`src/rtl/hour_chime_seq.sv`:
```
// Hourly chime sequencer: at the top of the hour, beeps Di N times (N = hour, 12/24h) with programmable on/off times.
// Optional build macro QUARTER_CHIME_EN adds 1/2/3-beep chimes at hh:15:00, hh:30:00 and hh:45:00.
module hour_chime_seq #(
  parameter int HOUR_MODE  = 12,
  parameter int BEEP_ON    = 500,
  parameter int BEEP_OFF   = 500,
  parameter int MAX_CHIMES = 24
) (
  input  logic       CP,
  input  logic       nCR,
  input  logic [7:0] Hour,
  input  logic [7:0] Minute,
  input  logic [7:0] Second,
  input  logic       tell,
  output logic       Di,
  output logic       busy,
  output logic [4:0] remain
);

  localparam int TMAX = (BEEP_ON > BEEP_OFF) ? BEEP_ON : BEEP_OFF;
  localparam int TW   = (TMAX > 1) ? $clog2(TMAX) : 1;
  localparam logic [TW-1:0] ON_LAST  = TW'(BEEP_ON - 1);
  localparam logic [TW-1:0] OFF_LAST = TW'(BEEP_OFF - 1);

  typedef enum logic [1:0] {IDLE, ON, OFF} state_t;

  state_t        state;
  logic [TW-1:0] timer;

  // BCD hour to beep count; malformed digits or hours past 23 give 0 (no chime)
  function automatic int hour_to_chimes(input logic [7:0] h);
    int tens;
    int ones;
    int bin;
    tens = int'(h[7:4]);
    ones = int'(h[3:0]);
    bin  = tens * 10 + ones;
    if (tens > 9 || ones > 9 || bin > 23) return 0;
    if (HOUR_MODE == 24) return (bin == 0) ? 24 : bin;
    return (bin == 0) ? 12 : ((bin > 12) ? bin - 12 : bin);
  endfunction

  function automatic logic [4:0] clamp_chimes(input int n);
    if (n > MAX_CHIMES) return 5'(MAX_CHIMES);
    return 5'(n);
  endfunction

  function automatic logic [TW-1:0] timer_inc(input logic [TW-1:0] t);
    return (t == '1) ? t : t + 1'b1;
  endfunction

  // Stage p0: combinational time-of-day match
  logic match_top_p0;
  logic match_top_p1;
  logic rise_top;
  logic trig;
  logic [4:0] trig_n;

  assign match_top_p0 = (Minute == 8'h00) && (Second == 8'h00);
  assign rise_top     = match_top_p0 & ~match_top_p1;

`ifdef QUARTER_CHIME_EN
  logic [2:0] match_qtr_p0;
  logic [2:0] match_qtr_p1;
  logic [2:0] rise_qtr;

  assign match_qtr_p0 = {Minute == 8'h45, Minute == 8'h30, Minute == 8'h15} & {3{Second == 8'h00}};
  assign rise_qtr     = match_qtr_p0 & ~match_qtr_p1;
`endif

  always_comb begin
    trig   = rise_top;
    trig_n = clamp_chimes(hour_to_chimes(Hour));
`ifdef QUARTER_CHIME_EN
    if (rise_qtr != 3'b000) begin
      trig   = 1'b1;
      trig_n = clamp_chimes(rise_qtr[0] ? 1 : (rise_qtr[1] ? 2 : 3));
    end
`endif
    trig = trig & tell & (state == IDLE);
  end

  // Stage p1: registered match history; reset to "already matched" so leaving reset at 00:00 stays silent
  always_ff @(posedge CP or negedge nCR) begin
    if (!nCR) begin
      match_top_p1 <= 1'b1;
`ifdef QUARTER_CHIME_EN
      match_qtr_p1 <= 3'b111;
`endif
    end else begin
      match_top_p1 <= match_top_p0;
`ifdef QUARTER_CHIME_EN
      match_qtr_p1 <= match_qtr_p0;
`endif
    end
  end

  // Stage p1: beep sequencer with registered buzzer/status outputs
  always_ff @(posedge CP or negedge nCR) begin
    if (!nCR) begin
      state  <= IDLE;
      Di     <= 1'b0;
      busy   <= 1'b0;
      remain <= 5'd0;
      timer  <= '0;
    end else begin
      case (state)
        IDLE: begin
          if (trig && trig_n != 5'd0) begin
            state  <= ON;
            Di     <= 1'b1;
            busy   <= 1'b1;
            remain <= trig_n;
            timer  <= '0;
          end
        end
        ON: begin
          if (!tell) begin
            state  <= IDLE;
            Di     <= 1'b0;
            busy   <= 1'b0;
            remain <= 5'd0;
            timer  <= '0;
          end else if (timer == ON_LAST) begin
            timer <= '0;
            Di    <= 1'b0;
            if (remain > 5'd1) begin
              state  <= OFF;
              remain <= remain - 5'd1;
            end else begin
              // last beep ends the sequence directly, no trailing gap
              state  <= IDLE;
              busy   <= 1'b0;
              remain <= 5'd0;
            end
          end else begin
            timer <= timer_inc(timer);
          end
        end
        OFF: begin
          if (!tell) begin
            state  <= IDLE;
            Di     <= 1'b0;
            busy   <= 1'b0;
            remain <= 5'd0;
            timer  <= '0;
          end else if (timer == OFF_LAST) begin
            state <= ON;
            Di    <= 1'b1;
            timer <= '0;
          end else begin
            timer <= timer_inc(timer);
          end
        end
        default: begin
          state  <= IDLE;
          Di     <= 1'b0;
          busy   <= 1'b0;
          remain <= 5'd0;
          timer  <= '0;
        end
      endcase
    end
  end

endmodule

```
`config.mk`:
```
export PLATFORM = sky130hd
export DESIGN_NAME = hour_chime_seq
export DESIGN_NICKNAME = d
export VERILOG_FILES = /design/src/rtl/hour_chime_seq.sv
export SDC_FILE = /design/constraint.sdc
export NUM_CORES = 1
export LEC_CHECK = 0
export ABC_AREA = 0
export BUFFER_PORTS_ARGS = -buffer_cell sky130_fd_sc_hd__buf_2
export CORE_MARGIN = 2
export CORE_UTILIZATION = 40
export DETAILED_ROUTE_END_ITERATION = 12
export HOLD_SLACK_MARGIN = 0.12
export PLACE_DENSITY = 0.64
export RECOVER_POWER = 100
export REMOVE_ABC_BUFFERS = 1
export SYNTH_ARGS = -nofsm -noshare
export SYNTH_HDL_FRONTEND = slang
export SYNTH_SLANG_ARGS = --single-unit
```
`constraint.sdc`:
```
create_clock -name CP -period 3.2 [get_ports CP]
set_input_delay 0.16 -clock CP [delete_from_list [all_inputs] [get_ports CP]]
set_output_delay 0.16 -clock CP [all_outputs]
set_load 0.01 [all_outputs]
```
==> run summary, run 1 <==
The category of the most critical setup path is input pin to flip-flop. The total wirelength of the detailed-routed design is between 5000 and 6000 um. The flow ran to the end, and the final reports show no timing, DRC or antenna violations. By area the synthesized netlist is led by dfrtp_1, ha_1, a21oi_1, inv_1, nand3_1.

Setup repair after global routing could not meet its margin everywhere. The share of total power in sequential cells is between 20 and 30%. The share of cells above drive strength 1 is a little under two fifths.

Each instance of the synthesized netlist takes up on average between 8 and 9 um2. For this configuration, the core starts out at a cell density of 41.5%. The predominant post-synthesis flop cell is dfrtp_1. From bottom edge to top edge, the die measures ~77 um. The measured slew at the worst slew-check pin came out at 1.06 ns. The clock sink total is 19. Fill cells in the final layout number 452. The required time reported for the critical path endpoint is between 3 and 4 ns. Power spread over the standard cell area amounts to 292 mW/mm2. The design area came out at 0.00302 mm2. Once placement finished, the instance area stood at 0.00277 mm2. After layout, the worst path uses a little over nine tenths of the clock period.

The final hold violation count is 0. Total power for the finished layout comes to 882 uW. In this run, placement finished with an instance count of around 410. Summing the areas of all and, or, nand and nor instances in the mapped netlist gives 19.3% of the synthesized area. The top cell types in the final layout, fill and taps aside, are buf_4, inv_1, buf_2. The number of primary I/O pins came out at 34. The tree is rooted in a clkbuf_8.

The final layout contains 399 nets. In this run the tightest slew margin relative to its limit is 29.6%. The peak clock frequency supported by timing came out at roughly 320 MHz. After synthesis, the largest family of logic cells by area is compound AO/OA/AOI/OAI gates. The minimum clock period is around 3.1 ns.

The first global-routing pass estimated 10000 um of wire. The number of H-tree levels came out at 1. Summed over its instances, the top area cell type makes up around a fifth of the synthesized netlist area. The maximum fanout along the worst path came out at 4. The setup clock skew after layout came out at 0.00135 ns.

The clock passes through at most 2 buffers. Combinational logic is responsible for 53.3% of the overall power. After clock tree synthesis, the clock-pin slew on the worst setup and hold paths is approximately 0.070 ns. Summing the sequential cell areas from Yosys gives 22.5% of the chip area. The via count of the first global-routing pass came out at approximately 2.3k. The synthesized design spends more area on one cell type than any other, namely dfrtp_1.

The number of vias per cell came out at 5.48. The cell row count is 26. The final weighted congestion in routability-driven placement came out at 0.897. The count of state elements after synthesis came out at 19. For this run, the detailed router's first-pass iteration total came to 4. After synthesis, the share of flip-flops with an asynchronous set or reset is 100%. The mux share of post-synthesis cell area is 2.96%. The synthesized netlist devotes 2.07% of its cell area to XOR and XNOR gates.

Summed over all cells, the static leakage comes to 0.00138 uW. The non-filler instance count after layout is approximately 420. The full die area is 0.00589 mm2.

The worst endpoint data arrival time is about 3.3 ns. The remaining number of nets flagged by the antenna check after routing is 0. The growth of design area from synthesis to finish came out at 42.5%. The max-cap violation count is 0. The all-layer global routing usage is 20.1%. The analysis attributes to net switching a power of 315 uW.

The HPWL reported at the end of detailed placement came out at 4600 um. The adder-cell area share of the yosys netlist came out at 12.5%. The max-slew violation count is 0. The TritonCTS clock tree is built. In this run the worst hold path is classified as input pin to flip-flop. The worst setup path is captured at a flip-flop.

The worst setup path is launched from an input pin. The distinct cell type count after synthesis is 59. The number of synthesized flops with an enable pin is 0. Setup violations remaining at the end of the flow were counted as 0. The fraction of power consumed by the clock network came out at roughly a fifth. The clock insertion delay at the later pin of the skew report is 0.25 ns.

The number of antenna repair diodes came out at 0. Summing the areas of all compound-gate instances in the mapped netlist gives 32.7% of the synthesized area. The internal portion of total power came out at 567 uW.

Port buffering added 33 buffers. The remaining design rule violation count came out at 0. Entering global routing, the biggest net connects 20 pins. Summing over every cut layer, the via total after detailed routing is 2306. The die is 76.8 um wide. The worst voltage drop across the vdd grid came out at ~0.18 mV. Leaving out fill and tap cells, the most frequent cell in the layout is buf_4. The placeable core region is 0.00511 mm2. The share of total power consumed by net switching is roughly 36%. The first-iteration detailed-routing DRC count is 147. The average wire per cell in the routed design is 13.9 um. Synthesis handed over a netlist of 254 instances. The summed instance area of the synthesized netlist is roughly 0.0021 mm2. The initial antenna violation count was 0. The number of CTS-inserted buffers came out at 3. The number of warnings printed during yosys synthesis is 0. The global-route congestion overflow total is 0.
-- state kept, by name, indices dropped and copies added, names as in the netlist --
name,flops
timer,9
busy,1
state,2
remain,5
match_top_p1,1
Di,1
-- power groups by stage --
stage / clock [uW] / sequential [uW] / combinational (uW)
3_3_place_gp: 0 / 250 / 410
6_report: 166 / 246 / 471
4_1_cts: 169 / 246 / 450
5_1_grt: 185 / 246 / 515
2_1_floorplan: 0 / 251 / 217
3_5_place_dp: 0 / 250 / 414
-- cells in the mapped netlist (4+ instances only) --
master	number
o211ai_1	4
mux2i_1	4
o32ai_1	5
o21ai_0	11
o22ai_1	6
nor4_1	5
a21oi_1	23
a22oi_1	5
or3_1	4
nand2_1	10
buf_2	4
nand3_1	11
and2_1	6
nor2_1	13
inv_1	27
dfrtp_1	18
ha_1	18
nor3_1	5
and3_1	4
nand4_1	4
-- layout make-up --
cell class / count / area [um2] / share of cell area [%]
clock buffer: 4 / 45.0 / 1.49
sequential: 19 / 477 / 15.8
inverter: 28 / 105 / 3.48
tap: 70 / 87.6 / 2.90
multi-input combinational: 197 / 1590 / 52.8
timing repair buffer: 103 / 708 / 23.5
-- worst paths after layout --
| kind | startpoint | end | slack [ns] | cells after the start |
|---|---|---|---|---|
| setup reg to reg | match_top_p1 | state[1] | 0.93 | 6 |
| setup / recovery | Hour[7] | remain[0] | 0.05 | 13 |
| hold / removal | Second[6] | match_top_p1 | 0.16 | 4 |
| min in group asynchronous | nCR | remain[1] | 0.61 | 2 |
| max in group asynchronous | nCR | timer[4] | 1.96 | 2 |
| hold reg to reg | timer[7] | timer[7] | 0.49 | 1 |
-- stage by stage --
step                util (%)  TNS (ns)  setup WS [ns]  hold slack (ns)
floorplan                  -     -7.62         -0.519           -0.136
global placement        54.3     -6.52         -0.429            0.121
detailed placement      54.3     -8.10         -0.526            0.131
CTS                     57.6         0         0.0120            0.165
global route            59.1   -0.0608        -0.0264            0.188
finish                  59.1         0         0.0502            0.159
-- cell families (layout without fill, tap and decap cells) --
group / after synthesis / in the layout
AOI/OAI and AO/OA: 91 / 91
DFF: 19 / 19
adders and majority gates: 20 / 20
xor gates and xnor gates: 5 / 5
and+or+nand+nor: 75 / 75
muxes: 6 / 6
buffers and inverters: 38 / 135
-- layer usage --
layer / GRT usage (%) / part of all wire (%) / vias up
met5: 0 / 0 / -
met4: 6.55 / 1.7 / 0
met3: 3.06 / 4.3 / 12
met2: 33.9 / 47 / 71
met1: 26.3 / 47 / 1059
li1: - / - / 1164
-- worst max-delay path, stage by stage --
cell and delay [ns]:
buf_8 0.10, ha_4 0.24, ha_4 0.16, inv_2 0.05, fa_2 0.45, a211o_1 0.26
or3_1 0.37, o22a_1 0.22, a211o_1 0.34, buf_6 0.14, or3_4 0.32, a32o_1 0.25
mux2_4 0.25
-- repair_timing --
action / in CTS / in global routing
endpoints found under the hold margin: 18 / 0
setup endpoints to repair: 17 / 17
pin swaps: 8 / 15
buffers inserted: 4 / 3
hold buffers: 1 / 0
gates resized for setup: 13 / 22
No activity file was read; power rests on OpenSTA's default activity.
==> run 2, diff against run 1 <==
--- a/config.mk
+++ b/config.mk
@@ -7,12 +7,14 @@
 export LEC_CHECK = 0
 export ABC_AREA = 0
 export BUFFER_PORTS_ARGS = -buffer_cell sky130_fd_sc_hd__buf_2
+export CORE_ASPECT_RATIO = 1.1
 export CORE_MARGIN = 2
 export CORE_UTILIZATION = 40
 export DETAILED_ROUTE_END_ITERATION = 12
+export GPL_ROUTABILITY_DRIVEN = 0
 export HOLD_SLACK_MARGIN = 0.12
 export PLACE_DENSITY = 0.64
-export RECOVER_POWER = 100
+export RECOVER_POWER = 25
 export REMOVE_ABC_BUFFERS = 1
 export SYNTH_ARGS = -nofsm -noshare
 export SYNTH_HDL_FRONTEND = slang
==> run summary, run 2 (synthesized netlist as in run 1, its figures left out) <==
The largest registers in the layout are timer x9, remain x5, state x2. In this run the most critical hold path is launched from Second[6]. The minimum clock period is ~3.2 ns. The width of the chip came out at 73.4 um.

The number of flip-flops under the largest register name came out at 9. The checks that failed: negative setup slack. The effective utilization at floorplan came out at 41.8%. The worst setup path is captured at a flip-flop. The growth of design area from synthesis to finish is 41.9%. The flow ran to the end, but the final reports show violations. The startpoint identified for the worst register-to-register timing path is match_top_p1. TritonCTS built the clock tree. The final hold violation count is 0.

The HPWL reported at the end of detailed placement is 4550 um. The remaining number of nets flagged by the antenna check after routing came out at 0. Dividing the detail-routed via count by the number of cells gives around 6. Power spread over the standard cell area amounts to 292 mW/mm2. Clock latency on the worst-skew pair, taken at its later pin, is approximately 0.27 ns.

The initial antenna violation count is 0. The all-layer global routing usage is 20.7%. The via count of the routed design came out at 2351. The critical path in this run is classified as input pin to flip-flop. The remaining design rule violation count came out at 0. The total wirelength of the detailed-routed design came out at between 5000 and 6000 um. The relative max-transition margin is 31.7%. The measured slew at the worst slew-check pin came out at 1.02 ns. The number of buffers between clock root and the deepest sink came out at 2. The count of input and output buffers came out at 33. The register with the highest flop count is timer. The via count of the first global-routing pass is 2210. The buffer type at the clock tree root is clkbuf_8.

At the worst endpoint, the required time is 3.36 ns. The non-filler instance count after layout came out at 402. The leakage power of the design is 0.00139 uW.

The design area came out at about 0.0030 mm2. In the layout the commonest cells are buf_4, buf_2, inv_1. The region available for standard cell placement spans about 0.005 mm2. The number of CTS-inserted buffers is 3. The final net count is about 390. The die covers between 0.005 and 0.006 mm2. The number of setup violations in the final report came out at 2. The placed instances occupy a cell area of ~0.0027 mm2. The maximum number of pins on one net before global-route repair is 20.

The die outline height is approximately 80 um. The peak clock frequency supported by timing came out at 312 MHz. Data arrives at the worst endpoint at about 3.4 ns. Setup repair after global routing could not meet its margin everywhere. The repair_antennas step left the layout with diodes totalling 0. The wire length of the first global-routing pass came out at 9890 um. The library cell used most frequently in the layout, excluding fill and tap cells, is buf_4. The total power is 878 uW.

34 I/O pins were placed. The number of H-tree levels is 1. The final critical-path setup slack came out at -0.00481 ns. Clock-pin slew was measured on the worst setup and hold paths at approximately 0.080 ns.

The tree built by TritonCTS fans out to 19 sinks. Row generation in the floorplan step produced 27 rows. The path category of the worst min-delay check is input pin to flip-flop. The count of placed standard cells including taps came out at 388. For this run the aggregate overflow at the end of global routing stands at 0. The share of the core filled with cells in the final layout is a little under 60%. The critical path starts at Hour[5]. Of all nets on the critical path, the largest fanout is 7.

Between clock sinks in the finished design, the worst skew comes to 0.00232 ns. The post-route fraction of the period consumed by the critical path is 100%. Final hold analysis gives a worst-case slack of roughly 0.15 ns.

The worst voltage drop across the vdd grid came out at 0.148 mV. The max-cap violation count came out at 0. The worst setup path is launched from an input pin. The first-iteration detailed-routing DRC count is 137. The pre-antenna-repair detailed-routing pass consisted of 4 iterations. The share of cells above drive strength 1 came out at 39.2%.

The average wire per cell in the routed design came out at approximately 15 um. The max-slew violation count came out at 0.
-- run 2: area by class of cell --
| type | instances | area, um2 |
|---|---|---|
| clock buffer | 3 | 41.3 |
| clock inverter | 1 | 5.00 |
| fill | 471 | 2060 |
| inverter | 28 | 105 |
| multi-input combinational | 197 | 1630 |
| sequential | 19 | 477 |
| tap | 58 | 72.6 |
| timing repair buffer | 96 | 673 |
-- run 2: power by group --
part	switching (uW)	leakage, uW	internal (uW)
logic	230	0.00111	224
clock network	91.9	0.0000255	87.0
registers	2.36	0.000256	243
-- run 2: worst paths after layout --
check | to | slack (ns) | depth (start not counted)
worst max-delay path | remain[0] | -0.005 | 13
worst min-delay path | match_top_p1 | 0.15 | 4
worst max register to register | remain[0] | 0.92 | 6
worst min register to register | timer[7] | 0.50 | 1
max in group asynchronous | timer[0] | 2.00 | 2
min in group asynchronous | remain[2] | 0.58 | 2
-- run 2: critical path: stages --
cell,delay (ns)
buf_8,0.10
ha_4,0.24
ha_4,0.16
inv_2,0.05
fa_2,0.46
a211o_1,0.30
or3_1,0.34
o22a_1,0.21
a2111oi_4,0.43
o211ai_2,0.19
and2_4,0.24
a21oi_2,0.18
mux2_4,0.31
-- run 2: routing by layer --
metal	share of wire, %	GRT usage [%]	up-vias	wire length [um]
met5	0	0	-	0
met4	1.6	6.36	0	95
met3	4.6	0.878	9	277
met2	51	38.6	90	3030
met1	43	25.0	1104	2590
li1	-	-	1148	-
-- run 2: through the flow --
stage | setup TNS, ns | setup WS [ns]
floorplan | -7.62 | -0.519
CTS | 0 | 0.0000628
global placement | -6.23 | -0.411
finish | -0.00942 | -0.00481
detailed placement | -7.86 | -0.515
global route | -0.927 | -0.103
-- run 2: repair_timing --
action | 4_1_cts | 5_1_grt
setup buffers | 4 | 4
setup endpoints to repair | 18 | 18
endpoints found under the hold margin | 18 | 0
pin swaps | 14 | 19
resized for setup | 21 | 22
hold buffers | 1 | 0
cloned | 1 | 1
==> run 3, diff against run 2 <==
--- a/config.mk
+++ b/config.mk
@@ -7,13 +7,16 @@
 export LEC_CHECK = 0
 export ABC_AREA = 0
 export BUFFER_PORTS_ARGS = -buffer_cell sky130_fd_sc_hd__buf_2
+export CELL_PAD_IN_SITES_DETAIL_PLACEMENT = 1
+export CELL_PAD_IN_SITES_GLOBAL_PLACEMENT = 2
 export CORE_ASPECT_RATIO = 1.1
 export CORE_MARGIN = 2
-export CORE_UTILIZATION = 40
+export CORE_UTILIZATION = 34
 export DETAILED_ROUTE_END_ITERATION = 12
 export GPL_ROUTABILITY_DRIVEN = 0
 export HOLD_SLACK_MARGIN = 0.12
-export PLACE_DENSITY = 0.64
+export MAX_ROUTING_LAYER = met4
+export PLACE_DENSITY = 0.84
 export RECOVER_POWER = 25
 export REMOVE_ABC_BUFFERS = 1
 export SYNTH_ARGS = -nofsm -noshare
==> run summary, run 3 (synthesized netlist as in run 1, its figures left out) <==
The run finished with clean final reports. The leakage power of the design came out at 0.00145 uW. After legalization and detailed placement, the total HPWL measured 5580 um. In this run the critical register-to-register path is captured at remain[0]. The measured slew at the worst slew-check pin came out at 1.11 ns. The leading cell type in the layout, fill and taps excluded is buf_4. The number of CTS-inserted buffers came out at 3.

The detailed-routing iteration count for the pre-antenna-repair pass is 4. The remaining number of nets flagged by the antenna check after routing came out at 0. In this run the power density over the cells is 297 mW/mm2. The effective utilization at floorplan is 34.8%.

Dividing the final minimum period by the clock period gives 98.9%. The wire length of the first global-routing pass came out at 11800 um. The clock insertion delay at the later pin of the skew report is approximately 0.27 ns.

The worst setup path is launched from an input pin. The total power came out at 943 uW. Setup slack on the worst reg-to-reg path comes out at 0.90 ns. STA classifies the critical path endpoint as a flip-flop. For the worst setup path, the data arrival time is 3.33 ns.

The first routing iteration left 96 violations. Setup repair after global routing could not meet its margin everywhere. The die outline height came out at between 80 and 90 um. The clock transition at the register clock pins on the worst setup and hold paths after CTS came out at 0.09 ns. The total wirelength of the detailed-routed design is ~7400 um. The via count of the routed design is 2417. The TritonCTS clock tree is built. The all-layer global routing usage is 22.1%. The number of vias per cell is 5.56. The critical register-to-register path startpoint is match_top_p1. The cell row count came out at 30. The largest registers in the layout are timer x9, remain x5, state x2. The remaining design rule violation count came out at 0.

Across the whole layout, storage elements account for 477 um2. The worst hold-check slack is 0.242 ns. The floorplan step defined a die boundary enclosing 0.00687 mm2. The area used by multi-input combinational logic came out at around 0.0017 mm2. For this design the top-level I/O count stands at 34. For this run, the number of standard cells in the final layout without fillers is 435.

Clock tree synthesis selected as its root buffer the cell clkbuf_8. The initial antenna violation count is 0. Ranked by flip-flop count, first place goes to timer. The via count of the first global-routing pass came to 2495. The critical path in this run is classified as input pin to flip-flop. The required time reported for the critical path endpoint came out at between 3 and 4 ns.

In this run the worst setup path terminates at remain[0]. Cells with a size suffix above 1 make up 41.4% of the layout. The placeable core region came out at 0.00608 mm2. The path depth of the worst reg2reg path is 7.

The count of input and output buffers came out at 33. Entering global routing, the biggest net connects 20 pins. The global-route congestion overflow total came out at 0.

The growth of design area from synthesis to finish is 49.7%. The worst hold path belongs to the class input pin to flip-flop. Measured along the x axis, the die boundary spans 79.2 um.

Measured against its own limit, the worst slew margin works out to a little over a quarter. The peak clock frequency supported by timing came out at around 320 MHz. The number of setup violations in the final report is 0. The setup clock skew after layout came out at 0.00609 ns. The number of antenna repair diodes came out at 0. Counting along the longest clock path gives a buffer depth of 2. The max-slew violation count came to 0.

The final hold violation count came out at 0. The library cells used most frequently in the layout, excluding fill and tap cells, are buf_4, buf_2, inv_1. The minimum clock period came out at 3.17 ns. The clock sink total came out at 19. Along the worst path, the maximum fanout reaches 7. After detailed placement, the design holds a cell count of 421. The register with the most flip-flops in the layout has 9 of them.

The average wire per cell in the routed design is roughly 17 um. The most critical setup path has its startpoint at Hour[5]. The share of the core filled with cells in the final layout is 52.1%.

Across the VDD grid, the largest voltage drop is roughly 0.14 mV. Fill cells in the final layout number 759. The number of H-tree levels came out at 1. The final layout contains 403 nets. The max-cap violation count is 0.
-- run 3: changes by cell type in the layout (fill, tap and decap cells not counted), sizes merged --
cell,previous run,this run
dlygate4sd3,1,3
buf,94,103
-- run 3: stage by stage --
step                TNS [ns]  setup slack [ns]  instance area (um2)
floorplan              -7.62            -0.519                 2060
global placement       -7.15            -0.482                 2810
finish                     0            0.0340                 3170
global route          -0.400           -0.0565                 3170
CTS                        0           0.00618                 3010
detailed placement     -9.42            -0.576                 2810
-- run 3: worst min-delay path by stage --
stage	cells past startpoint	startpoint	slack [ns]	to
final	3	tell	0.24	timer[1]
after global placement	1	nCR	0.13	remain[0]
after CTS	3	tell	0.24	timer[1]
after floorplan	0	nCR	-0.14	Di
after global routing	3	tell	0.26	timer[1]
after detailed placement	1	nCR	0.14	remain[0]
-- run 3: repair_timing --
| action | CTS | global route |
|---|---|---|
| pin swaps | 11 | 21 |
| endpoints found under the setup margin | 18 | 17 |
| endpoints found under the hold margin | 19 | 0 |
| hold buffers | 3 | 0 |
| buffers inserted | 2 | 5 |
| gates resized for setup | 20 | 26 |
| cloned | 0 | 0 |
-- run 3: worst max-delay path: stages --
cell	delay, ns
buf_6	0.10
ha_4	0.26
ha_4	0.12
inv_2	0.03
fa_2	0.59
inv_2	0.07
buf_6	0.12
nor3_4	0.15
o21a_1	0.17
o211ai_1	0.13
buf_4	0.17
a2111oi_4	0.44
o311ai_4	0.13
buf_12	0.16
a21oi_4	0.20
mux2_4	0.31
-- run 3: layout make-up --
cell class | instances | area share, %
Sequential cell | 19 | 15.0
Timing Repair Buffer | 107 | 24.7
Clock buffer | 3 | 1.30
Clock inverter | 1 | 0.158
Tap cell | 80 | 3.16
Multi-Input combinational cell | 197 | 52.3
Inverter | 28 | 3.32
-- run 3: report_power, final --
part / switching [uW] / leakage [uW] / internal, uW
combinational: 255 / 0.00117 / 254
sequential: 2.58 / 0.000256 / 243
clock: 101 / 0.0000255 / 87.2
-- run 3: routing by layer --
layer  share of wire [%]  track usage (%)  vias to the layer above
met2                  53             40.1                       55
li1                    -                -                     1166
met5                   0                -                        -
met4                0.84             3.29                        0
met1                  44             27.2                     1188
met3                 2.4             1.88                        8
